==> src/rtl/morse_pkg.sv <==
// Shared encodings and entry layout for the Morse character assembler.
// Entry layout, LSB first: code, len, ovf, space.
package morse_pkg;

    localparam logic DOT  = 1'b0;
    localparam logic DASH = 1'b1;

    typedef enum logic [2:0] {
        EV_NONE,
        EV_DOT,
        EV_DASH,
        EV_CHAR,
        EV_WORD
    } event_e;

    function automatic int len_w(input int max_symbols);
        return $clog2(max_symbols + 1);
    endfunction

    function automatic int code_lsb(input int max_symbols);
        return 0 * max_symbols;
    endfunction

    function automatic int len_lsb(input int max_symbols);
        return max_symbols;
    endfunction

    function automatic int ovf_bit(input int max_symbols);
        return max_symbols + len_w(max_symbols);
    endfunction

    function automatic int space_bit(input int max_symbols);
        return max_symbols + len_w(max_symbols) + 1;
    endfunction

    function automatic int entry_w(input int max_symbols);
        return max_symbols + len_w(max_symbols) + 2;
    endfunction

endpackage

==> src/rtl/morse_char_assembler_if.sv <==
// Completed-character stream: valid/ready handshake plus entry fields.
interface morse_char_assembler_if #(
    parameter int MAX_SYMBOLS = 5,
    parameter int LEN_W       = $clog2(MAX_SYMBOLS + 1)
) ();

    logic                   out_valid;
    logic                   out_ready;
    logic [MAX_SYMBOLS-1:0] out_code;
    logic [LEN_W-1:0]       out_len;
    logic                   space;
    logic                   out_ovf;

    modport master (
        output out_valid,
        output out_code,
        output out_len,
        output space,
        output out_ovf,
        input  out_ready
    );

    modport slave (
        input  out_valid,
        input  out_code,
        input  out_len,
        input  space,
        input  out_ovf,
        output out_ready
    );

endinterface

==> src/rtl/morse_char_fifo.sv <==
// First-word-fall-through FIFO for completed characters.
// A push on a full FIFO succeeds only when a pop happens in the same cycle.
module morse_char_fifo #(
    parameter int WIDTH = 8,
    parameter int DEPTH = 4,
    localparam int AW   = $clog2(DEPTH),
    localparam int CW   = AW + 1
) (
    input  logic             clk,
    input  logic             reset,
    input  logic             push,
    input  logic [WIDTH-1:0] wdata,
    input  logic             pop,
    output logic [WIDTH-1:0] rdata,
    output logic             full,
    output logic             empty,
    output logic [CW-1:0]    count
);

    logic [WIDTH-1:0] mem [DEPTH];
    logic [AW-1:0]    wptr;
    logic [AW-1:0]    rptr;
    logic [CW-1:0]    cnt;
    logic             wr_en;
    logic             rd_en;

    assign full  = (cnt == CW'(DEPTH));
    assign empty = (cnt == '0);
    assign count = cnt;
    assign rdata = mem[rptr];

    assign wr_en = push && (!full || pop);
    assign rd_en = pop && !empty;

    always_ff @(posedge clk or negedge reset) begin
        if (!reset) begin
            wptr <= '0;
            rptr <= '0;
            cnt  <= '0;
        end else begin
            if (wr_en) wptr <= wptr + 1'b1;
            if (rd_en) rptr <= rptr + 1'b1;
            cnt <= cnt + CW'(wr_en) - CW'(rd_en);
        end
    end

    // Storage needs no reset: the head is masked while empty.
    always_ff @(posedge clk) begin
        if (wr_en) mem[wptr] <= wdata;
    end

endmodule

==> src/rtl/morse_char_assembler.sv <==
// Collects dot/dash events into characters, closes them on gaps and
// queues completed entries for a valid/ready consumer.
module morse_char_assembler
    import morse_pkg::*;
#(
    parameter int MAX_SYMBOLS = 5,
    parameter int FIFO_DEPTH  = 4,
    parameter int LEN_W       = $clog2(MAX_SYMBOLS + 1)
) (
    input  logic clk,
    input  logic reset,
    input  logic writing,
    input  logic dot,
    input  logic dash,
    input  logic interchar,
    input  logic interword,
    output logic read_out,
    output logic err,
    output logic dropped,
    morse_char_assembler_if.master stream
);

    localparam int ENTRY_W   = entry_w(MAX_SYMBOLS);
    localparam int SPACE_BIT = space_bit(MAX_SYMBOLS);
    localparam int CW        = $clog2(FIFO_DEPTH) + 1;
    localparam logic [LEN_W-1:0] MAX_LEN = LEN_W'(MAX_SYMBOLS);

    event_e                 ev;
    logic                   collision;
    logic [MAX_SYMBOLS-1:0] code_reg;
    logic [MAX_SYMBOLS-1:0] code_nxt;
    logic [LEN_W-1:0]       len_reg;
    logic [LEN_W-1:0]       len_nxt;
    logic                   ovf_reg;
    logic                   ovf_nxt;
    logic                   last_space;
    logic                   last_space_nxt;
    logic                   push;
    logic                   sym_ovf;
    logic [ENTRY_W-1:0]     push_entry;
    logic [ENTRY_W-1:0]     head;
    logic                   pop;
    logic                   full;
    logic                   empty;
    logic [CW-1:0]          fifo_count;

    always_comb begin
        ev = EV_NONE;
        if (writing) begin
            priority case (1'b1)
                interword: ev = EV_WORD;
                interchar: ev = EV_CHAR;
                dash:      ev = EV_DASH;
                dot:       ev = EV_DOT;
                default:   ev = EV_NONE;
            endcase
        end
    end

    assign collision = writing &&
        ($countones({dot, dash, interchar, interword}) > 1);

    // Next accumulator state
    always_comb begin
        code_nxt       = code_reg;
        len_nxt        = len_reg;
        ovf_nxt        = ovf_reg;
        last_space_nxt = last_space;
        case (ev)
            EV_DOT, EV_DASH: begin
                if (len_reg < MAX_LEN) begin
                    code_nxt = code_reg |
                        (MAX_SYMBOLS'(ev == EV_DASH ? DASH : DOT) << len_reg);
                    len_nxt        = len_reg + 1'b1;
                    last_space_nxt = 1'b0;
                end else begin
                    ovf_nxt = 1'b1;
                end
            end
            EV_CHAR: begin
                if (len_reg != '0) begin
                    code_nxt       = '0;
                    len_nxt        = '0;
                    ovf_nxt        = 1'b0;
                    last_space_nxt = 1'b0;
                end
            end
            EV_WORD: begin
                code_nxt       = '0;
                len_nxt        = '0;
                ovf_nxt        = 1'b0;
                last_space_nxt = 1'b1;
            end
            default: ;
        endcase
    end

    always_comb begin
        push       = 1'b0;
        sym_ovf    = 1'b0;
        push_entry = {1'b0, ovf_reg, len_reg, code_reg};
        case (ev)
            EV_DOT, EV_DASH: sym_ovf = (len_reg == MAX_LEN);
            EV_CHAR:         push = (len_reg != '0);
            EV_WORD: begin
                push = (len_reg != '0) || !last_space;
                push_entry[SPACE_BIT] = 1'b1;
            end
            default: ;
        endcase
    end

    always_ff @(posedge clk or negedge reset) begin
        if (!reset) begin
            code_reg   <= '0;
            len_reg    <= '0;
            ovf_reg    <= 1'b0;
            last_space <= 1'b0;
            read_out   <= 1'b0;
            err        <= 1'b0;
            dropped    <= 1'b0;
        end else begin
            code_reg   <= code_nxt;
            len_reg    <= len_nxt;
            ovf_reg    <= ovf_nxt;
            last_space <= last_space_nxt;
            read_out   <= (ev != EV_NONE);
            err        <= collision || sym_ovf;
            dropped    <= push && full && !pop;
        end
    end

    assign pop = (fifo_count != '0) && stream.out_ready;

    morse_char_fifo #(
        .WIDTH (ENTRY_W),
        .DEPTH (FIFO_DEPTH)
    ) u_fifo (
        .clk   (clk),
        .reset (reset),
        .push  (push),
        .wdata (push_entry),
        .pop   (pop),
        .rdata (head),
        .full  (full),
        .empty (empty),
        .count (fifo_count)
    );

    assign stream.out_valid = !empty;
    assign {stream.space, stream.out_ovf, stream.out_len, stream.out_code} =
        empty ? '0 : head;

endmodule

==> src/flat_wrapper.sv <==
// flat-port wrapper written by rule: the top's interface ports become plain ports
module morse_char_assembler_flat import morse_pkg::*;
#(
    parameter int MAX_SYMBOLS = 5,
    parameter int FIFO_DEPTH  = 4,
    parameter int LEN_W       = $clog2(MAX_SYMBOLS + 1)
)
  (clk, reset, writing, dot, dash, interchar, interword, read_out, err, dropped, stream_out_valid, stream_out_code, stream_out_len, stream_space, stream_out_ovf, stream_out_ready);
  morse_char_assembler_if #(.MAX_SYMBOLS(MAX_SYMBOLS), .LEN_W(LEN_W)) stream_i ();
  input  logic clk;
  input  logic reset;
  input  logic writing;
  input  logic dot;
  input  logic dash;
  input  logic interchar;
  input  logic interword;
  output logic read_out;
  output logic err;
  output logic dropped;
  output wire logic [$bits(stream_i.out_valid)-1:0] stream_out_valid;
  output wire logic [$bits(stream_i.out_code)-1:0] stream_out_code;
  output wire logic [$bits(stream_i.out_len)-1:0] stream_out_len;
  output wire logic [$bits(stream_i.space)-1:0] stream_space;
  output wire logic [$bits(stream_i.out_ovf)-1:0] stream_out_ovf;
  input wire logic [$bits(stream_i.out_ready)-1:0] stream_out_ready;
  assign stream_out_valid = stream_i.out_valid;
  assign stream_out_code = stream_i.out_code;
  assign stream_out_len = stream_i.out_len;
  assign stream_space = stream_i.space;
  assign stream_out_ovf = stream_i.out_ovf;
  assign stream_i.out_ready = stream_out_ready;
  morse_char_assembler #(.MAX_SYMBOLS(MAX_SYMBOLS), .FIFO_DEPTH(FIFO_DEPTH), .LEN_W(LEN_W)) u_core (.clk(clk), .reset(reset), .writing(writing), .dot(dot), .dash(dash), .interchar(interchar), .interword(interword), .read_out(read_out), .err(err), .dropped(dropped), .stream(stream_i));
endmodule
==> config.mk <==
export PLATFORM = sky130hd
export DESIGN_NAME = morse_char_assembler_flat
export DESIGN_NICKNAME = d
export VERILOG_FILES = /design/src/rtl/morse_pkg.sv /design/src/rtl/morse_char_assembler_if.sv /design/src/rtl/morse_char_fifo.sv /design/src/rtl/morse_char_assembler.sv /design/src/flat_wrapper.sv
export SDC_FILE = /design/constraint.sdc
export NUM_CORES = 1
export LEC_CHECK = 0
export ABC_AREA = 1
export CAP_MARGIN = 20
export CORE_ASPECT_RATIO = 1.25
export CORE_MARGIN = 2
export CORE_UTILIZATION = 50
export CTS_CLUSTER_DIAMETER = 150
export DETAILED_ROUTE_END_ITERATION = 8
export PLACE_DENSITY_LB_ADDON = 0.15
export RECOVER_POWER = 100
export SYNTH_ARGS = -nofsm -noshare
export SYNTH_HDL_FRONTEND = slang
export SYNTH_HIERARCHICAL = 1
export SYNTH_SLANG_ARGS = --single-unit
export TNS_END_PERCENT = 100
==> constraint.sdc <==
create_clock -name clk -period 2.82 [get_ports clk]
set_input_delay 0.846 -clock clk [delete_from_list [all_inputs] [get_ports clk]]
set_output_delay 0.846 -clock clk [all_outputs]
set_load 0.1 [all_outputs]
==> results of run 1 <==
cell type report:
cell class                      count  area (um^2)
Fill cell                         468         2100
Sequential cell                    60         1700
Multi-Input combinational cell    177          935
Timing Repair Buffer               42          292
Inverter                           47          180
Clock buffer                       10          128
Tap cell                           64         80.1
Clock inverter                      6         55.1
Timing Repair inverter              1         7.51
Yosys cell counts, drive strengths merged (2+ instances only):
cell / count
nor2: 57
nand2: 49
inv: 47
edfxtp: 40
o21ai: 32
dfrtp: 20
nand3: 14
ha: 10
buf: 6
o21bai: 4
a21oi: 3
fa: 2
xnor2: 2
critical path: stages (launching register included):
cell        delay, ps
dfrtp_1           510
nor2_1            130
nand2_2           190
clkinvlp_4        190
nor2_1            130
clkbuf_4          330
per-layer routing:
layer | up-vias | track usage (%) | wire (um)
li1 | 1027 | - | -
met1 | 927 | 19.5 | 2150
met2 | 34 | 33.2 | 2710
met3 | 5 | 6.15 | 216
met4 | 0 | 7.20 | 63
met5 | - | 0 | 0
how the worst max path moves through the flow:
stage,cells past startpoint,end,startpoint
after floorplan,5,stream_out_code[0],u_core/u_fifo/count[1]$_DFF_PN0_
after global placement,17,u_core/u_fifo/count[2]$_DFF_PN0_,dot
after detailed placement,17,u_core/u_fifo/count[2]$_DFF_PN0_,dot
after CTS,18,u_core/u_fifo/count[2]$_DFF_PN0_,dash
after global routing,5,stream_out_len[1],u_core/u_fifo/count[1]$_DFF_PN0_
final,5,stream_out_ovf,u_core/u_fifo/count[1]$_DFF_PN0_
cells in the final DEF (no fill, tap or decap), types with 3 or more instances in the layout:
master / n
nand2_2: 4
nand3_1: 13
inv_2: 6
o21ai_0: 3
clkinvlp_4: 3
nand2_1: 44
dlygate4sd2_1: 3
o21bai_1: 4
clkbuf_4: 5
o21ai_1: 29
a21oi_1: 3
nor2_1: 55
clkbuf_8: 9
inv_1: 40
clkbuf_1: 15
ha_1: 9
edfxtp_1: 40
dfrtp_1: 20
buf_4: 14
cell families (layout without fill, tap and decap cells):
| family | count (synthesis) | after routing | synth area share, % |
|---|---|---|---|
| AND/OR/NAND/NOR | 122 | 122 | 18.0 |
| flip-flops | 60 | 60 | 59.6 |
| buffers and inverters | 54 | 106 | 8.11 |
| AO/OA/AOI/OAI | 40 | 40 | 7.50 |
| adder cells (fa/ha/maj) | 12 | 12 | 5.79 |
| XOR/XNOR | 3 | 3 | 0.921 |
repair_timing:
item / in CTS / in global routing
endpoints found under the setup margin: 2 / 12
pin swaps: 5 / 5
resized for setup: 12 / 11
gates cloned: 0 / 1
buffers inserted: 1 / 0
through the flow:
| step | area, um^2 | util (%) | hold slack, ps | TNS, ps | worst slack (ps) |
|---|---|---|---|---|---|
| CTS | 3550 | 64.7 | 475 | 0 | 1.72 |
| global route | 3380 | 61.6 | 523 | 0 | 8.80 |
| global placement | 3340 | 61.0 | 455 | -870 | -527 |
| floorplan | 2850 | - | 437 | -1990 | -201 |
| finish | 3380 | 61.6 | 470 | 0 | 152 |
| detailed placement | 3340 | 61.0 | 462 | -2560 | -633 |
==> impl_metrics.json, run 1 <==
{
  "yosysTopAreaCellShare_pct": 42.1,
  "crit_required_ps": 1970,
  "core_mm2": 0.00548,
  "hold_viol": 0,
  "synth_flop_cell": "edfxtp_1",
  "row_count": 30,
  "cts_tree": "built",
  "grt_use_total_pct": 18.3,
  "fin_nets": 358,
  "worstSkewPairLatency_ps": 340,
  "rsz0062_at_grt": "false",
  "synth.ff_latch_count": 60,
  "r2r_start": "u_core/len_reg[1]$_DFFE_PN0P_",
  "worst_pin_slew_ps": 1170,
  "insertedDiodeCount": 0,
  "start_util_pct": 52.1,
  "area_delta_synth_final_pct": 18.4,
  "slew_headroom_pct": 22.2,
  "dp.cells": 389,
  "grt_pass1_wl_mm": 8.51,
  "antenna_left": 0,
  "die_w_um": 71.6,
  "slew_viol_final": 0,
  "ctsHoldBuffers": 0,
  "clkSinkCount": 60,
  "reg2reg_to": "u_core/u_fifo/count[2]$_DFF_PN0_",
  "final-setup-viol-count": 0,
  "grt_start_max_net_pins": 23,
  "place.gp.congestion": 0.758,
  "drive_gt1_share_pct": 16.0,
  "root_buffer": "clkbuf_8",
  "async_flop_share_pct": 33.3,
  "yosys-top-cells-area": "edfxtp_1 42%, dfrtp_1 18%, nor2_1 7.4%",
  "fin_cells": 407,
  "dp_hpwl_mm": 3.34,
  "ys.warnings.count": 6,
  "wl_per_cell_um": 12.6,
  "worstHoldStart": "u_core/last_space$_DFFE_PN0P_",
  "cp.arrival_ps": 1820,
  "cts.htree.levels": 3,
  "outcome": "complete, no violations",
  "post-route-drc-count": 0,
  "whs_endpoint": "u_core/last_space$_DFFE_PN0P_",
  "reg2reg_slack_ps": 240,
  "hold_path_depth": 2,
  "via_per_inst": 4.90,
  "clk_transition_reported_paths_ps": 60,
  "path_class": "flop to output pin",
  "seq_area_frac_synth_pct": 59.6,
  "drt-total-wl_mm": 5.14,
  "ios": 22,
  "synth_cells": 291,
  "antenna_found_initial": 0,
  "drv_cap": 0,
  "first_global_vias": 1855,
  "cp_max_fo": 6,
  "largest_register_ffs": 40,
  "vias": 1993,
  "post-route-min-period_ps": 2670,
  "cp-start-kind": "flop",
  "synth.distinct_cells": 26,
  "endpoint_kind": "output pin",
  "hold_path_class": "flop to flop",
  "cts_buffers": 9,
  "period_share_pct": 94.6,
  "die_y_um": 88.5,
  "syn_nets": 311,
  "die-area_mm2": 0.00633,
  "avgSynthCellArea_um2": 9.80,
  "fmax_ghz": 0.375,
  "reg2regPathDepth": 16,
  "synth_edf_count": 40,
  "grt_overflow_total": 0,
  "first_iter_violations": 102,
  "first_pass_iters": 4,
  "fin_worst_skew_ps": 14.6,
  "synth_largest_area_cell": "edfxtp_1",
  "syn-cell-area_mm2": 0.00285,
  "numPortBuffers": 21,
  "clockBufferDepth": 2
}
Power of run 1 is not shown: default switching activity piles up to over one toggle a cycle in this logic, so the estimate is an artifact.
==> inputs of run 2 (changes only) <==
Settings changed: CTS_CLUSTER_SIZE from default to 25.
==> results of run 2 <==
Same layout as run 1: the final DEF is identical, and so are final timing and power.
Power of run 2 is left out for the same reason.
==> inputs of run 3 (changes only) <==
Settings changed: HOLD_SLACK_MARGIN from default to 0.1.
==> results of run 3 <==
Same layout as run 1: the final DEF is identical, and so are final timing and power.
Power of run 3 is left out for the same reason.
